## config.mk

```make
export PLATFORM = sky130hd
export DESIGN_NAME = pulse_seq_ctrl
export DESIGN_NICKNAME = d
export VERILOG_FILES = /design/src/rtl/pulse_seq_pkg.sv /design/src/rtl/pulse_seq_timer.sv /design/src/rtl/pulse_seq_ctrl.sv
export SDC_FILE = /design/constraint.sdc
export NUM_CORES = 1
export LEC_CHECK = 0
export CAP_MARGIN = 40
export CELL_PAD_IN_SITES_DETAIL_PLACEMENT = 1
export CELL_PAD_IN_SITES_GLOBAL_PLACEMENT = 1
export CORE_ASPECT_RATIO = 1.1
export CORE_MARGIN = 5
export CORE_UTILIZATION = 35
export CTS_BUF_LIST = sky130_fd_sc_hd__clkbuf_2 sky130_fd_sc_hd__clkbuf_4 sky130_fd_sc_hd__clkbuf_8
export DETAILED_ROUTE_END_ITERATION = 6
export DONT_BUFFER_PORTS = 1
export GPL_TIMING_DRIVEN = 0
export PLACE_DENSITY = 0.73
export REMOVE_ABC_BUFFERS = 1
export SKIP_CTS_REPAIR_TIMING = 1
export SYNTH_ARGS = -nofsm -noshare
export SYNTH_HDL_FRONTEND = slang
export SYNTH_HIERARCHICAL = 1
export SYNTH_SLANG_ARGS = --single-unit
```

## constraint.sdc

```tcl
create_clock -name clk -period 21.9 [get_ports clk]
set_clock_uncertainty 0.05 [all_clocks]
set_input_delay 2.19 -clock clk [delete_from_list [all_inputs] [get_ports clk]]
set_output_delay 2.19 -clock clk [all_outputs]
set_load 0.01 [all_outputs]
```

## src/rtl/pulse_seq_pkg.sv

```systemverilog
// rtl/pulse_seq_pkg.sv - shared states, register map and reset defaults for the pulse sequencer
package pulse_seq_pkg;

  typedef enum logic [2:0] {
    ST_IDLE = 3'd0,
    ST_P1   = 3'd1,
    ST_GAP  = 3'd2,
    ST_P2   = 3'd3,
    ST_WAIT = 3'd4
  } state_t;

  localparam logic [2:0] ADDR_WIDTH1  = 3'd0;
  localparam logic [2:0] ADDR_DELAY   = 3'd1;
  localparam logic [2:0] ADDR_WIDTH2  = 3'd2;
  localparam logic [2:0] ADDR_PERIOD  = 3'd3;
  localparam logic [2:0] ADDR_REPEATS = 3'd4;

  localparam int unsigned RST_WIDTH1  = 30;
  localparam int unsigned RST_DELAY   = 200;
  localparam int unsigned RST_WIDTH2  = 60;
  localparam int unsigned RST_PERIOD  = 200000;
  localparam int unsigned RST_REPEATS = 0;

endpackage

```

## src/rtl/pulse_seq_timer.sv

```systemverilog
// rtl/pulse_seq_timer.sv - loadable down-counter with zero flag, reloaded at every phase change
module pulse_seq_timer #(
  parameter int CNT_W = 32
) (
  input  logic             clk,
  input  logic             rst,
  input  logic             load,
  input  logic             en,
  input  logic [CNT_W-1:0] load_val,
  output logic             zero
);

  logic [CNT_W-1:0] count;

  // Load wins over counting; the counter parks at zero until reloaded.
  always_ff @(posedge clk) begin
    if (rst) begin
      count <= '0;
    end else if (load) begin
      count <= load_val;
    end else if (en && (count != '0)) begin
      count <= count - CNT_W'(1);
    end
  end

  assign zero = (count == '0);

endmodule

```

## src/rtl/pulse_seq_ctrl.sv

```systemverilog
// rtl/pulse_seq_ctrl.sv - repeating two-pulse sequencer; optional sync output under PULSE_SEQ_SYNC_EN
module pulse_seq_ctrl
  import pulse_seq_pkg::*;
#(
  parameter int CNT_W = 32,
  parameter int REP_W = 16
) (
  input  logic             clk,
  input  logic             rst,
  input  logic             cfg_we,
  input  logic [2:0]       cfg_addr,
  input  logic [CNT_W-1:0] cfg_wdata,
  input  logic             start,
  input  logic             stop,
  output logic             out,
  output logic             busy,
  output logic             done,
  output logic [REP_W-1:0] rep_cnt
`ifdef PULSE_SEQ_SYNC_EN
  ,
  output logic             sync
`endif
);

  localparam int XW = CNT_W + 2;

  state_t state, state_nx, first_st, follow_st;

  logic [CNT_W-1:0] cfg_w1, cfg_dly, cfg_w2, cfg_per;
  logic [REP_W-1:0] cfg_rep;
  logic [CNT_W-1:0] sh_w1, sh_dly, sh_w2, sh_per;
  logic [REP_W-1:0] sh_rep;

  logic [CNT_W-1:0] src_w1, src_dly, src_w2, src_per, len_wt, nx_len;
  logic [REP_W-1:0] src_rep, rep_plus;
  logic [XW-1:0]    sum_x, per_x, wait_x;

  logic tmr_load, tmr_zero, run_start, period_start, rep_inc, done_nx, last_phase;

  // In IDLE the live registers decide the first phase; during a run the shadows do.
  assign src_w1  = (state == ST_IDLE) ? cfg_w1  : sh_w1;
  assign src_dly = (state == ST_IDLE) ? cfg_dly : sh_dly;
  assign src_w2  = (state == ST_IDLE) ? cfg_w2  : sh_w2;
  assign src_per = (state == ST_IDLE) ? cfg_per : sh_per;
  assign src_rep = (state == ST_IDLE) ? cfg_rep : sh_rep;
  assign rep_plus = rep_cnt + REP_W'(1);

  assign sum_x  = {2'b00, src_w1} + {2'b00, src_dly} + {2'b00, src_w2};
  assign per_x  = {2'b00, src_per};
  assign wait_x = (per_x > sum_x) ? (per_x - sum_x) : '0;

  // WAIT fills the rest of the period; an all-zero period still lasts one cycle in WAIT.
  always_comb begin
    len_wt = wait_x[CNT_W-1:0];
    if ((sum_x == '0) && (wait_x == '0)) begin
      len_wt = CNT_W'(1);
    end
  end

  // First non-empty phase of a period; WAIT always exists when the pulses are all empty.
  always_comb begin
    first_st = ST_WAIT;
    if (src_w1 != '0) begin
      first_st = ST_P1;
    end else if (src_dly != '0) begin
      first_st = ST_GAP;
    end else if (src_w2 != '0) begin
      first_st = ST_P2;
    end
  end

  // Successor of the current phase, skipping empty phases; last_phase marks end of period.
  always_comb begin
    follow_st  = ST_IDLE;
    last_phase = 1'b0;
    case (state)
      ST_P1: begin
        if (src_dly != '0)     follow_st = ST_GAP;
        else if (src_w2 != '0) follow_st = ST_P2;
        else if (len_wt != '0) follow_st = ST_WAIT;
        else                   last_phase = 1'b1;
      end
      ST_GAP: begin
        if (src_w2 != '0)      follow_st = ST_P2;
        else if (len_wt != '0) follow_st = ST_WAIT;
        else                   last_phase = 1'b1;
      end
      ST_P2: begin
        if (len_wt != '0)      follow_st = ST_WAIT;
        else                   last_phase = 1'b1;
      end
      ST_WAIT: last_phase = 1'b1;
      default: ;
    endcase
  end

  // Next-state decision: start from IDLE, abort on stop, advance on timer expiry.
  always_comb begin
    state_nx     = state;
    tmr_load     = 1'b0;
    run_start    = 1'b0;
    period_start = 1'b0;
    rep_inc      = 1'b0;
    done_nx      = 1'b0;
    if (state == ST_IDLE) begin
      if (start && !stop) begin
        run_start    = 1'b1;
        period_start = 1'b1;
        tmr_load     = 1'b1;
        state_nx     = first_st;
      end
    end else if (stop) begin
      state_nx = ST_IDLE;
    end else if (tmr_zero) begin
      tmr_load = 1'b1;
      if (!last_phase) begin
        state_nx = follow_st;
      end else begin
        rep_inc = 1'b1;
        if ((src_rep != '0) && (rep_plus == src_rep)) begin
          state_nx = ST_IDLE;
          done_nx  = 1'b1;
          tmr_load = 1'b0;
        end else begin
          state_nx     = first_st;
          period_start = 1'b1;
        end
      end
    end
  end

  // Length of the phase being entered; the timer holds length-1 so zero marks the last cycle.
  always_comb begin
    nx_len = CNT_W'(1);
    case (state_nx)
      ST_P1:   nx_len = src_w1;
      ST_GAP:  nx_len = src_dly;
      ST_P2:   nx_len = src_w2;
      ST_WAIT: nx_len = len_wt;
      default: ;
    endcase
  end

  pulse_seq_timer #(.CNT_W(CNT_W)) u_timer (
    .clk      (clk),
    .rst      (rst),
    .load     (tmr_load),
    .en       (1'b1),
    .load_val (nx_len - CNT_W'(1)),
    .zero     (tmr_zero)
  );

  // State register.
  always_ff @(posedge clk) begin
    if (rst) state <= ST_IDLE;
    else     state <= state_nx;
  end

  // Config registers accept writes only while idle; reserved addresses are ignored.
  always_ff @(posedge clk) begin
    if (rst) begin
      cfg_w1  <= CNT_W'(RST_WIDTH1);
      cfg_dly <= CNT_W'(RST_DELAY);
      cfg_w2  <= CNT_W'(RST_WIDTH2);
      cfg_per <= CNT_W'(RST_PERIOD);
      cfg_rep <= REP_W'(RST_REPEATS);
    end else if (cfg_we && (state == ST_IDLE)) begin
      case (cfg_addr)
        ADDR_WIDTH1:  cfg_w1  <= cfg_wdata;
        ADDR_DELAY:   cfg_dly <= cfg_wdata;
        ADDR_WIDTH2:  cfg_w2  <= cfg_wdata;
        ADDR_PERIOD:  cfg_per <= cfg_wdata;
        ADDR_REPEATS: cfg_rep <= cfg_wdata[REP_W-1:0];
        default: ;
      endcase
    end
  end

  // Shadow copies freeze the configuration for the duration of a run.
  always_ff @(posedge clk) begin
    if (rst) begin
      sh_w1  <= '0;
      sh_dly <= '0;
      sh_w2  <= '0;
      sh_per <= '0;
      sh_rep <= '0;
    end else if (run_start) begin
      sh_w1  <= cfg_w1;
      sh_dly <= cfg_dly;
      sh_w2  <= cfg_w2;
      sh_per <= cfg_per;
      sh_rep <= cfg_rep;
    end
  end

  // Registered outputs follow the state being entered.
  always_ff @(posedge clk) begin
    if (rst) begin
      out     <= 1'b0;
      done    <= 1'b0;
      rep_cnt <= '0;
    end else begin
      out  <= (state_nx == ST_P1) || (state_nx == ST_P2);
      done <= done_nx;
      if (run_start)    rep_cnt <= '0;
      else if (rep_inc) rep_cnt <= rep_plus;
    end
  end

`ifdef PULSE_SEQ_SYNC_EN
  // Sync marks the first cycle of every period.
  always_ff @(posedge clk) begin
    if (rst) sync <= 1'b0;
    else     sync <= period_start;
  end
`else
  logic unused_period_start;
  assign unused_period_start = period_start;
`endif

  assign busy = (state != ST_IDLE);

endmodule

```

==> results.md <==
- Status: finished, violations left
- Failing checks: max-slew violations
- P_sw: roughly 640 uW
- Non-filler cells, final: between 3000 and 4000
- DR WL/cell: 23.4 um
- Chip Height: between 200 and 300 um
- Bufs and invs on worst path: 6
- Setup crit end kind: register
- VDD IR max: roughly 62 uV
- Worst-path clk slew: approximately 60 ps
- Post-Route WL: 92.7 mm
- Clock sink total: ~340
- GRT Overall Usage: 0.250
- Worst-Skew Late Latency: approximately 700 ps
- Register area share after synthesis: 0.295
- Post-route ant nets: 0
- Syn Std Cell Area: roughly 0.023 sq mm
- Mapped Cells: just over 3000
- Crit path launch type: register
- Placed cells: 3858
- Max Cap Violations: 0
- YS warnings: 6
- Internal: 1170 uW
- Detailed-route via count: 23200
- CP arrival: between 10000 and 15000 ps
- Final-layout fill cell count: between 8000 and 9000
- DRT Pass-1 Iters: 6
- Post-synth EDFFs: 0
- Layout area overhead: 10.7%
- Worst hold stages: 2
- H-tree Lvls: 2
- Core area: between 0.06 and 0.07 sq mm
- Final HPWL DP: about 70 mm
- Starting Density: 0.351
- CTS tree: built
- F_max: 74.5 MHz
- Max-slew violations: 171
- Post-synth ARST share: 0
- Yosys cell types: 124
- Pin count of the biggest net entering global routing: between 300 and 400
- Share of cells above drive strength 1: 0.0914
- Global-route congestion overflow total: 0
- Top sig layer: met4
- Metal-1 WL: between 30 and 40 mm
- Avg Cell Area, Syn: approximately 7.4 sq um
- Final period util: 0.613
- Most frequent cells in the layout: nand2_1 (819), a21oi_1 (366), dfxtp_1 (341)
- Leakage power: 0.00975 uW
- Critical path's largest stage delay: between 700 and 800 ps
- Clock buffer depth: 3
- Final min period: 13430 ps
- Drt drc: 0
- Post-synth top flop: dfxtp_1
- Gate power share: 0.277
- Met2 wire len: roughly 43 mm
- Most common cell after layout, fill and taps aside: nand2_1
- Vias in the first global route: 22800
- Worst r2r src: state[0]
- Worst R2R Setup Slack: between 8000 and 9000 ps
- Largest delay share family, worst path: compound AO/OA/AOI/OAI gates
- Slowest CP cell: nor3_2
- Nets@finish: between 3000 and 4000
- # IOs: just under 60
- Root buf cell: clkbuf_8
- Port-buffer cells: 0
- RSZ-0062 raised after global routing: no
- Initial antenna violation count: 2
- Sw Ratio: 0.352
- Cell Rows: between 90 and 100
- Via density per instance: ~5.8
- Flop pwr share: 0.362
- Slew @ Worst Pin: between 1500 and 2000 ps
- Die area: between 0.07 and 0.08 sq mm
- Initial drt markers: 1756
- Hold Crit Start: sh_per[26]
- GP Congestion: 0.970
- Worst hold margin: 407 ps
- Yosys reg bits: about 340
- Setup TNS Final: 0 ps
- Max-slew headroom: -0.174
- CTS Buf Count: 61
- Clock power frac: 0.361
- Type of the worst setup path: reg -> reg
- Critical Path RT: roughly 22000 ps
- CP Max Fanout: slightly below 70
- Worst Hold Class: reg -> reg
- Hold Path End: sh_per[26]
- Met3 WL post-DR: slightly above 6 mm
- First-pass GRT wire length: about 140 mm
- R2r worst-path depth: slightly above 40
- Pwr per Cell Area: 70.6 mW/mm^2
- Crit. path cell count: 41
- Worst r2r dst: u_timer/count[24]
- Most frequent CP cell: ha_1
- Die Wd: approximately 260 um
- Setup Viol. Count Final: 0
- Hold Vio Cnt, Final: 0
sequential cells by signal, summed over array words and instances (netlist names):
name / flops
cfg_dly: 32
cfg_per: 32
cfg_w1: 32
cfg_w2: 32
sh_dly: 32
sh_per: 32
sh_w1: 32
sh_w2: 32
u_timer/count: 32
cfg_rep: 16
rep_cnt: 16
sh_rep: 16
state: 3
done: 1
out: 1
tightest hold or removal path: cells and delay by family (launching register included):
family | cells | cell delay [ps]
AO/OA/AOI/OAI | 1 | 50
flip-flops | 1 | 310
AND/OR/NAND/NOR | 1 | 50
synth_stat cells, drive strengths merged (42+ instances only):
library cell / n / share of area
a21oi: 368 / 0.080
clkbuf: 150 / 0.026
dfxtp: 341 / 0.29
ha: 65 / 0.035
inv: 114 / 0.018
mux2i: 120 / 0.052
nand2: 822 / 0.13
nand3: 55 / 0.012
nor2: 146 / 0.024
nor3: 61 / 0.013
nor4: 61 / 0.019
o21ai: 67 / 0.015
xnor2: 74 / 0.028
xor2: 42 / 0.016
cell type report:
class                           instances  area (sq um)  share of cell area
Clock buffer                           93          1150              0.0448
Timing Repair Buffer                   68           845              0.0329
Clock inverter                         14           148             0.00576
Inverter                              114           435              0.0170
Sequential cell                       341          6830               0.266
Antenna cell                            2          5.00            0.000195
Multi-Input combinational cell       2478         15200               0.591
Tap cell                              858          1070              0.0419
cells by family after synthesis:
logic type,count (synthesis),share of synthesized area
xor gates and xnor gates,117,0.0452
DFF,341,0.295
muxes,131,0.0574
buffers and inverters,305,0.0553
and+or+nand+nor,1401,0.282
other,1,0.000162
AOI/OAI and AO/OA,723,0.201
adders and majority gates,98,0.0636
worst max path at each step:
| stage | start | endpoint | slack [ps] |
|---|---|---|---|
| after floorplan | state[1] | u_timer/count[13] | -860 |
| after CTS | state[0] | u_timer/count[24] | 8770 |
| after global placement | state[1] | u_timer/count[27] | -21280 |
| after detailed placement | state[0] | u_timer/count[24] | 8880 |
| after global routing | state[1] | u_timer/count[24] | 7800 |
| final | state[0] | u_timer/count[24] | 8470 |
routing by layer:
layer	GRT usage	vias up
li1	-	10800
met1	0.320	11400
met2	0.409	720
met3	0.0469	199
met4	0.114	0
met5	0	-
through the flow:
step | total power, uW | worst slack [ps] | cell area [sq um] | utilization
finish | 1810 | 8470 | 25600 | 0.388
global route | 1880 | 7800 | 25600 | 0.388
CTS | 1810 | 8770 | 25600 | 0.388
detailed placement | 1160 | 8880 | 24300 | 0.369
global placement | 1140 | -21280 | 23400 | 0.355
floorplan | 1000 | -857 | 22300 | -
power by group through the flow:
stage | clock (uW) | combinational [uW] | sequential (uW)
after CTS | 663 | 493 | 655
after floorplan | 0 | 338 | 663
after detailed placement | 0 | 490 | 668
final | 654 | 501 | 655
after global routing | 689 | 535 | 657
after global placement | 0 | 477 | 668
(Power assumes the default switching activity.)
